File: src/rtl/rf_write_arbiter_pkg.sv
// Shared constants for the two-requester register-file write arbiter.
package rf_write_arbiter_pkg;

    localparam int RSIZE_DEF = 4;
    localparam int DSIZE_DEF = 16;

    localparam int REQ_ALU = 0;
    localparam int REQ_MEM = 1;

    localparam int CONF_W = 8;
    localparam logic [CONF_W-1:0] CONF_MAX = {CONF_W{1'b1}};

    function automatic logic [CONF_W-1:0] sat_inc(input logic [CONF_W-1:0] val);
        return (val == CONF_MAX) ? val : val + 1'b1;
    endfunction

endpackage

File: src/rtl/rf_write_arbiter_rr_arb2.sv
// Two-way round-robin grant: a lone requester always wins, a tie goes to
// the requester that was not granted last.
module rr_arb2
    import rf_write_arbiter_pkg::*;
(
    input  logic [1:0] req,
    input  logic       last,
    output logic [1:0] gnt
);

    always_comb begin
        gnt = 2'b00;
        case (req)
            2'b01:   gnt[REQ_ALU] = 1'b1;
            2'b10:   gnt[REQ_MEM] = 1'b1;
            2'b11: begin
                if (last) gnt[REQ_ALU] = 1'b1;
                else      gnt[REQ_MEM] = 1'b1;
            end
            default: gnt = 2'b00;
        endcase
    end

endmodule

File: src/rtl/rf_write_arbiter.sv
// Register-file write arbiter: ALU and memory writeback share one write port.
// Optional macro RF_ZERO_REG_EN suppresses writes to register 0.
module rf_write_arbiter
    import rf_write_arbiter_pkg::*;
#(
    parameter int RSIZE = RSIZE_DEF,
    parameter int DSIZE = DSIZE_DEF
) (
    input  logic              Clock,
    input  logic              Reset,
    input  logic              Req0_Valid,
    input  logic [RSIZE-1:0]  Req0_Addr,
    input  logic [DSIZE-1:0]  Req0_Data,
    output logic              Req0_Ready,
    input  logic              Req1_Valid,
    input  logic [RSIZE-1:0]  Req1_Addr,
    input  logic [DSIZE-1:0]  Req1_Data,
    output logic              Req1_Ready,
    input  logic [RSIZE-1:0]  RAddr1,
    input  logic [RSIZE-1:0]  RAddr2,
    output logic              Wen,
    output logic [RSIZE-1:0]  WAddr,
    output logic [DSIZE-1:0]  WData,
    output logic              Hazard1,
    output logic              Hazard2,
    output logic [CONF_W-1:0] Conflicts
);

    logic             last;
    logic [1:0]       gnt;
    logic             accept;
    logic             commit;
    logic             both_valid;
    logic [RSIZE-1:0] sel_addr;
    logic [DSIZE-1:0] sel_data;

    rr_arb2 u_arb (
        .req  ({Req1_Valid, Req0_Valid}),
        .last (last),
        .gnt  (gnt)
    );

    // Nothing is granted while reset is held, so no stale acceptance survives it.
    assign Req0_Ready = gnt[REQ_ALU] & Reset;
    assign Req1_Ready = gnt[REQ_MEM] & Reset;

    assign accept     = Req0_Ready | Req1_Ready;
    assign both_valid = Req0_Valid & Req1_Valid;
    assign sel_addr   = Req1_Ready ? Req1_Addr : Req0_Addr;
    assign sel_data   = Req1_Ready ? Req1_Data : Req0_Data;

`ifdef RF_ZERO_REG_EN
    assign commit = accept & (sel_addr != '0);
`else
    assign commit = accept;
`endif

    always_ff @(posedge Clock) begin
        if (!Reset) begin
            Wen       <= 1'b0;
            WAddr     <= '0;
            WData     <= '0;
            Conflicts <= '0;
            last      <= 1'b1;
        end else begin
            Wen <= commit;
            if (commit) begin
                WAddr <= sel_addr;
                WData <= sel_data;
            end
            if (accept) begin
                last <= Req1_Ready;
            end
            if (both_valid) begin
                Conflicts <= sat_inc(Conflicts);
            end
        end
    end

    assign Hazard1 = Wen & (RAddr1 == WAddr);
    assign Hazard2 = Wen & (RAddr2 == WAddr);

endmodule

File: config.mk
export PLATFORM = sky130hd
export DESIGN_NAME = rf_write_arbiter
export DESIGN_NICKNAME = d
export VERILOG_FILES = /design/src/rtl/rf_write_arbiter_pkg.sv /design/src/rtl/rf_write_arbiter_rr_arb2.sv /design/src/rtl/rf_write_arbiter.sv
export SDC_FILE = /design/constraint.sdc
export NUM_CORES = 1
export LEC_CHECK = 0
export ABC_AREA = 1
export ABC_CLOCK_PERIOD_IN_PS = 1340
export CAP_MARGIN = 20
export CORE_MARGIN = 3
export CORE_UTILIZATION = 35
export DETAILED_ROUTE_END_ITERATION = 16
export PLACE_DENSITY = 0.87
export SYNTH_ARGS = -nofsm -noshare
export SYNTH_HDL_FRONTEND = slang
export SYNTH_SLANG_ARGS = --single-unit
File: constraint.sdc
create_clock -name Clock -period 1.34 [get_ports Clock]
set_clock_uncertainty 0.15 [all_clocks]
set_input_delay 0.335 -clock Clock [delete_from_list [all_inputs] [get_ports Clock]]
set_output_delay 0.335 -clock Clock [all_outputs]
set_load 0.05 [all_outputs]
==> flow_summary_export.csv, run 1 <==
group,metric,value,unit
run_status,status,"finished, violations left",
run_status,violations,"setup timing",
logic_synthesis,ys_types,33,
sta,fmax,0.5552,GHz
floorplanning,io_pins,85,
global_route,grt_usage,25.10,%
worst_hold_path,hp-class,"in -> reg",
sta,finalCritPeriodShare,134.4,%
worst_setup_path,cp.arrival,1320,ps
sta,slew_headroom,82.74,%
routing,first_pass_iters,4,
cts,cts_made_buffers,5,
logic_synthesis,synth.cell_area,1574,µm²
logic_synthesis,synth_top_area_share,38.16,%
final_layout,layout.nets,412,
worst_setup_path,crit_type,"reg -> out",
placement,port_buffers,84,
placement,dp_hpwl,4430,µm
logic_synthesis,ys_warn_count,0,
cts,ctsHtreeMaxLevel,2,
routing,drt-initial-drc-count,130,
floorplanning,coreArea,4173,µm²
logic_synthesis,yosysTopAreaCell,"dfxtp_1",
global_route,grt_pass1_wl,10350,µm
floorplanning,die_w,73.06,µm
routing,drc,0,
placement,dpl_worst_slack,-675.3,ps
logic_synthesis,syn_inst,227,
sta,fin_crit,1801,ps
global_route,grt_pass1_vias,2266,
final_layout,area_growth,128.5,%
sta,hold_viol_final,0,
sta,setup_violations,25,
logic_synthesis,synthTopCellsByCount,"nand2_1 (55), nand3_1 (48), dfxtp_1 (30)",
logic_synthesis,synth_edf_count,0,
final_layout,n_fill_cell,222,
worst_hold_path,hold_depth,3,
logic_synthesis,async_reset_ff_share,0,%
pwr,leakagePower,1.512,nW
routing,via_per_inst,5.512,
sta,slew_viol_final,0,
routing,vias,2260,
cts,insertion_delay,300,ps
worst_setup_path,path_max_fanout,4,
job,max_cap_violations,0,
worst_setup_path,crit_chain,"inv_4 -> nand2_2 -> o21ai_2 -> nor4_4 -> buf_12",
worst_setup_path,path_buf_inv,2,
worst_setup_path,critPathTopFamily,"flip-flops",
worst_setup_path,reg2regPathDepth,9,
cts,clock-root-buffer,"clkbuf_8",
cts,cts_tree,"done",
worst_setup_path,worst_path_largest_cell_delay,360,ps
routing,wl_per_cell,17.48,µm
worst_setup_path,startpoint,"WAddr[3]$_SDFFE_PN0P_",
logic_synthesis,seq_area_frac_synth,38.16,%
worst_setup_path,crit_path_end_kind,"primary output",
floorplanning,fp.dieH,73.06,µm
logic_synthesis,synth_seq_cells,30,
logic_synthesis,synth-main-ff-cell,"dfxtp_1",
final_layout,n_antenna_cell,0,
global_route,antenna_found_initial,0,
cts,clkSlewWorstSetupHoldPaths,60,ps
sta,whs,252.5,ps
global_route,grt_max_degree,17,
worst_setup_path,path_depth,5,
logic_synthesis,syn_avg_cell_area,6.934,µm²
floorplanning,initial_core_util,37.72,%
placement,gp_congestion,0.8401,
sta,worst_slack,-461.0,ps
logic_synthesis,yosys.cell_count.top_type,"nand2_1",
floorplanning,die_area,5338,µm²
cts,holdBufCountCts,0,
floorplanning,rows,23,
sta,worst_pin_slew,257.0,ps
final_layout,drive_gt1_share,43.61,%
cts,clk_path_buf_depth,2,
logic_synthesis,synth_area_leaders,"dfxtp_1 (38%), nand3_1 (15%), nand2_1 (13%), a31oi_1 (6.0%), inv_1 (4.8%)",
worst_setup_path,r2r_setup_slack,-170,ps
worst_setup_path,regToRegEndpoint,"Conflicts[4]$_SDFFE_PN0P_",
sta,rsz0062_at_grt,"true",
routing,ant_nets,0,
cts,cts_sinks,30,
pwr,cellPowerDensity,750.3,nW/µm²
worst_setup_path,worst_path_max_delay_cell,"dfxtp_4",
worst_setup_path,startpoint_type,"flop",
pwr,ir_worst_vdd,0.6139,mV
worst_setup_path,crit_end,"Hazard1",
worst_setup_path,critPathRequiredTime,850,ps
worst_setup_path,r2r_start,"Conflicts[0]$_SDFFE_PN0P_",
routing,drt-total-wl,7165,µm
logic_synthesis,syn_nets,280,
global_route,grt.overflow.total,0,
[cell type report]
type / count / area (µm²) / share of cell area [%]
timing repair buffer: 136 / 1668 / 46.38
multi-input combinational: 163 / 1046 / 29.09
sequential: 30 / 641.9 / 17.85
inverter: 23 / 96.34 / 2.679
clock buffer: 6 / 72.57 / 2.018
tap: 50 / 62.56 / 1.740
clock inverter: 2 / 8.758 / 0.2436
[placed cells by master, fill, tap and decap left out, types with 5 or more instances in the layout]
cell | Yosys | routed
a31oi_1 | 15 | 14
buf_12 | 0 | 34
buf_4 | 4 | 25
buf_6 | 1 | 23
clkbuf_8 | 0 | 5
clkdlybuf4s50_1 | 0 | 40
dfxtp_1 | 30 | 13
dfxtp_2 | 0 | 9
dfxtp_4 | 0 | 8
dlygate4sd2_1 | 0 | 8
inv_1 | 20 | 16
nand2_1 | 55 | 46
nand2_2 | 3 | 7
nand3_1 | 48 | 41
nor2_1 | 12 | 8
[flip-flops by register name, summed over array words and instances (netlist names)]
register,cells
WData,16
last,1
WAddr,4
Wen,1
Conflicts,8
[worst min-delay path by stage]
| stage | to | from | slack, ps |
|---|---|---|---|
| 2_1_floorplan | WAddr[0]$_SDFFE_PN0P_ | Req1_Addr[0] | 340 |
| 3_3_place_gp | Conflicts[3]$_SDFFE_PN0P_ | Conflicts[3]$_SDFFE_PN0P_ | 320 |
| 3_5_place_dp | Conflicts[3]$_SDFFE_PN0P_ | Conflicts[3]$_SDFFE_PN0P_ | 340 |
| 4_1_cts | Wen$_SDFF_PN0_ | Req1_Valid | 220 |
| 5_1_grt | Wen$_SDFF_PN0_ | Req1_Valid | 250 |
| 6_report | Wen$_SDFF_PN0_ | Req1_Valid | 250 |
[timing repair]
item | CTS | global route
hold endpoints to repair | 0 | 0
gates cloned | 0 | 1
setup endpoints to repair | 46 | 41
resized for setup | 59 | 34
buffers inserted | 15 | 11
pin swaps | 12 | 13
[kinds of logic (layout without fill, tap and decap cells)]
group	count (synthesis)	count (layout)	share of synthesized area (%)
buffers and inverters	34	167	9.856
xor gates and xnor gates	3	3	1.670
DFF	30	30	38.16
adders and majority gates	1	1	0.7948
AOI/OAI and AO/OA	26	26	10.57
and+or+nand+nor	133	133	38.95
[power by group]
group	internal, mW	leakage [nW]	switching, mW
clock	0.356	0.0426	0.359
sequential	0.939	0.255	0.0597
combinational	0.514	1.22	0.471
[per-layer routing]
metal / global-route usage (%) / routed length (µm)
met4: 11.27 / 282
met5: 0 / 0
met2: 44.29 / 3702
met3: 7.851 / 656
met1: 27.15 / 2523
[tightest hold or removal path, delay by kind of cell]
| kind | cells | cell delay (ps) |
|---|---|---|
| simple gates | 2 | 170 |
| buf+inv | 1 | 160 |
[per-stage QoR]
stage	power (mW)	std cells	cell area (µm²)	TNS (ps)	util, %
2_1_floorplan	1.384	227	1705	-1007	-
3_3_place_gp	1.857	381	3099	-16150	74.27
3_5_place_dp	1.876	381	3099	-17180	74.27
4_1_cts	2.620	401	3385	-1758	81.11
5_1_grt	2.792	410	3596	-3704	86.18
6_report	2.698	410	3596	-2881	86.18
(Power assumes the default switching activity.)
==> inputs of run 2 (changes only) <==
CELL_PAD_IN_SITES_DETAIL_PLACEMENT = 0   (was not set)
CELL_PAD_IN_SITES_GLOBAL_PLACEMENT = 1   (was not set)
CORE_UTILIZATION = 24   (was 35)
CTS_BUF_LIST = sky130_fd_sc_hd__clkbuf_8   (was not set)
PLACE_DENSITY = not set   (was 0.87)
PLACE_DENSITY_LB_ADDON = 0.1   (was not set)
==> run 2 against run 1 <==
- the run still ends with setup timing left
- global-route usage is 9.4 points lower
- combinational power is 4.0% lower
- setup slack worse by 13 ps
- sequential power is 0.7% lower
- clock-buffer cell count stayed put
- first-iteration DRC count is 61% lower
- largest cell class unchanged
==> flow_summary_export.csv, run 2 (synthesis gave the netlist of run 1 again) <==
group,metric,value,unit
sta,finalCritPeriodShare,135.4,%
worst_setup_path,regToRegEndpoint,"Conflicts[7]$_SDFFE_PN0P_",
global_route,antenna_found_initial,0,
placement,dpl_worst_slack,-665.5,ps
run_status,violations,"setup timing",
cts,clk_path_buf_depth,2,
cts,clock-root-buffer,"clkbuf_8",
worst_setup_path,cp.arrival,1330,ps
routing,ant_nets,0,
pwr,leakagePower,1.538,nW
placement,port_buffers,84,
sta,fmax,0.5511,GHz
sta,slew_viol_final,0,
floorplanning,die_w,86.99,µm
routing,via_per_inst,4.547,
sta,worst_pin_slew,337.2,ps
cts,cts_made_buffers,5,
run_status,status,"finished, violations left",
global_route,grt_usage,15.74,%
floorplanning,fp.dieH,86.99,µm
floorplanning,die_area,7566,µm²
global_route,grt.overflow.total,0,
final_layout,drive_gt1_share,43.37,%
floorplanning,initial_core_util,25.67,%
worst_setup_path,critPathRequiredTime,850,ps
worst_setup_path,startpoint_type,"flop",
routing,drt-initial-drc-count,51,
sta,hold_viol_final,0,
final_layout,area_growth,129.1,%
worst_setup_path,r2r_start,"Conflicts[0]$_SDFFE_PN0P_",
routing,drt-total-wl,5776,µm
pwr,ir_worst_vdd,0.4998,mV
cts,clkSlewWorstSetupHoldPaths,60,ps
cts,ctsHtreeMaxLevel,2,
final_layout,mostFrequentLayoutCell,"nand2_1",
global_route,grt_pass1_vias,1960,
worst_setup_path,r2r_setup_slack,-70,ps
routing,first_pass_iters,4,
worst_setup_path,worst_path_max_delay_cell,"dfxtp_4",
sta,setup_violations,22,
sta,worst_slack,-474.5,ps
final_layout,top_register,"WData",
floorplanning,coreArea,6131,µm²
worst_setup_path,crit_chain,"inv_2 -> nand2_2 -> o21ai_2 -> nor4_4 -> buf_12",
sta,fin_crit,1814,ps
worst_hold_path,hold_depth,2,
sta,slew_headroom,77.28,%
job,max_cap_violations,0,
worst_hold_path,min_to,"Conflicts[3]$_SDFFE_PN0P_",
worst_hold_path,hp-class,"reg -> reg",
floorplanning,rows,28,
sta,rsz0062_at_grt,"true",
pwr,totalPowerFinal,2.674,mW
placement,gp_congestion,0.7688,
final_layout,top_regs,"WData: 16 flops, Conflicts: 8 flops, WAddr: 4 flops",
global_route,grt_max_degree,17,
worst_setup_path,crit_path_end_kind,"primary output",
global_route,grt_pass1_wl,9535,µm
final_layout,layout_common_cells,"nand2_1 (45), nand3_1 (42), clkdlybuf4s50_1 (40)",
cts,cts_sinks,30,
sta,whs,351.5,ps
final_layout,n_antenna_cell,0,
final_layout,largest_register_ffs,16,
worst_setup_path,path_max_fanout,5,
placement,dp_hpwl,4372,µm
routing,wl_per_cell,13.22,µm
worst_setup_path,worst_path_largest_cell_delay,350,ps
pwr,cellPowerDensity,741.6,nW/µm²
worst_setup_path,reg2regPathDepth,8,
final_layout,utilization,58.82,%
cts,insertion_delay,280,ps
floorplanning,io_pins,85,
cts,holdBufCountCts,0,
worst_setup_path,crit_type,"reg -> out",
final_layout,layout.nets,414,
routing,vias,1987,
routing,drc,0,
worst_hold_path,hold_start,"Conflicts[3]$_SDFFE_PN0P_",
cts,cts_tree,"done",
[run 2: cell count changes in the layout (fill, tap and decap cells not counted), moves of 2 or more]
| cell | delta |
|---|---|
| dfxtp_1 | -3 |
| buf_4 | +3 |
| dfxtp_2 | +2 |
| nor2_2 | -3 |
| inv_2 | +2 |
| inv_4 | -2 |
| dlygate4sd2_1 | -2 |
| buf_12 | +2 |
| nor2_1 | +3 |
| inv_1 | +2 |
| nand2_2 | +3 |
| dlymetal6s2s_1 | +2 |
[run 2: area by class of cell]
type | count | area [µm²]
multi-input combinational | 163 | 996.0
timing repair buffer | 138 | 1687
tap | 75 | 93.84
clock inverter | 2 | 7.507
fill | 570 | 2525
clock buffer | 6 | 82.58
sequential | 30 | 648.1
inverter | 23 | 91.34
[run 2: repair_timing]
| action | 4_1_cts | 5_1_grt |
|---|---|---|
| gates resized for setup | 46 | 35 |
| endpoints found under the setup margin | 47 | 50 |
| pin swaps | 8 | 8 |
| endpoints found under the hold margin | 0 | 0 |
| buffers inserted | 16 | 0 |
[run 2: per-layer routing]
metal  share of wire, %  GRT usage, %
met1                 46         21.12
met2                 46         24.78
met3                7.3         4.541
met4               0.92         3.824
met5                  0             0
[run 2: power by group]
part	total, mW	internal, mW	leakage [nW]	switching (mW)
clock	0.737	0.403	0.0538	0.334
sequential	0.992	0.938	0.256	0.0543
combinational	0.945	0.503	1.23	0.442
total	2.67	1.84	1.54	0.830
[run 2: per-stage QoR]
stage	area (µm²)	TNS, ps	instances
2_1_floorplan	1705	-1007	227
3_3_place_gp	3223	-17520	415
3_5_place_dp	3223	-18000	415
4_1_cts	3502	-1884	437
5_1_grt	3606	-3029	437
6_report	3606	-1727	437
[run 2: worst max-delay path by stage]
stage | startpoint | endpoint | cells after the start
5_1_grt | WAddr[3]$_SDFFE_PN0P_ | Hazard1 | 5
3_3_place_gp | RAddr1[0] | Hazard1 | 5
4_1_cts | WAddr[0]$_SDFFE_PN0P_ | Hazard1 | 5
3_5_place_dp | RAddr1[3] | Hazard1 | 4
6_report | WAddr[3]$_SDFFE_PN0P_ | Hazard1 | 5
2_1_floorplan | WAddr[0]$_SDFFE_PN0P_ | Hazard1 | 4
[run 2: critical path, delay by kind of cell (launching register included)]
family,cells,cell delay (ps)
AND/OR/NAND/NOR,2,400
flip-flops,1,350
buffers and inverters,2,240
AO/OA/AOI/OAI,1,70
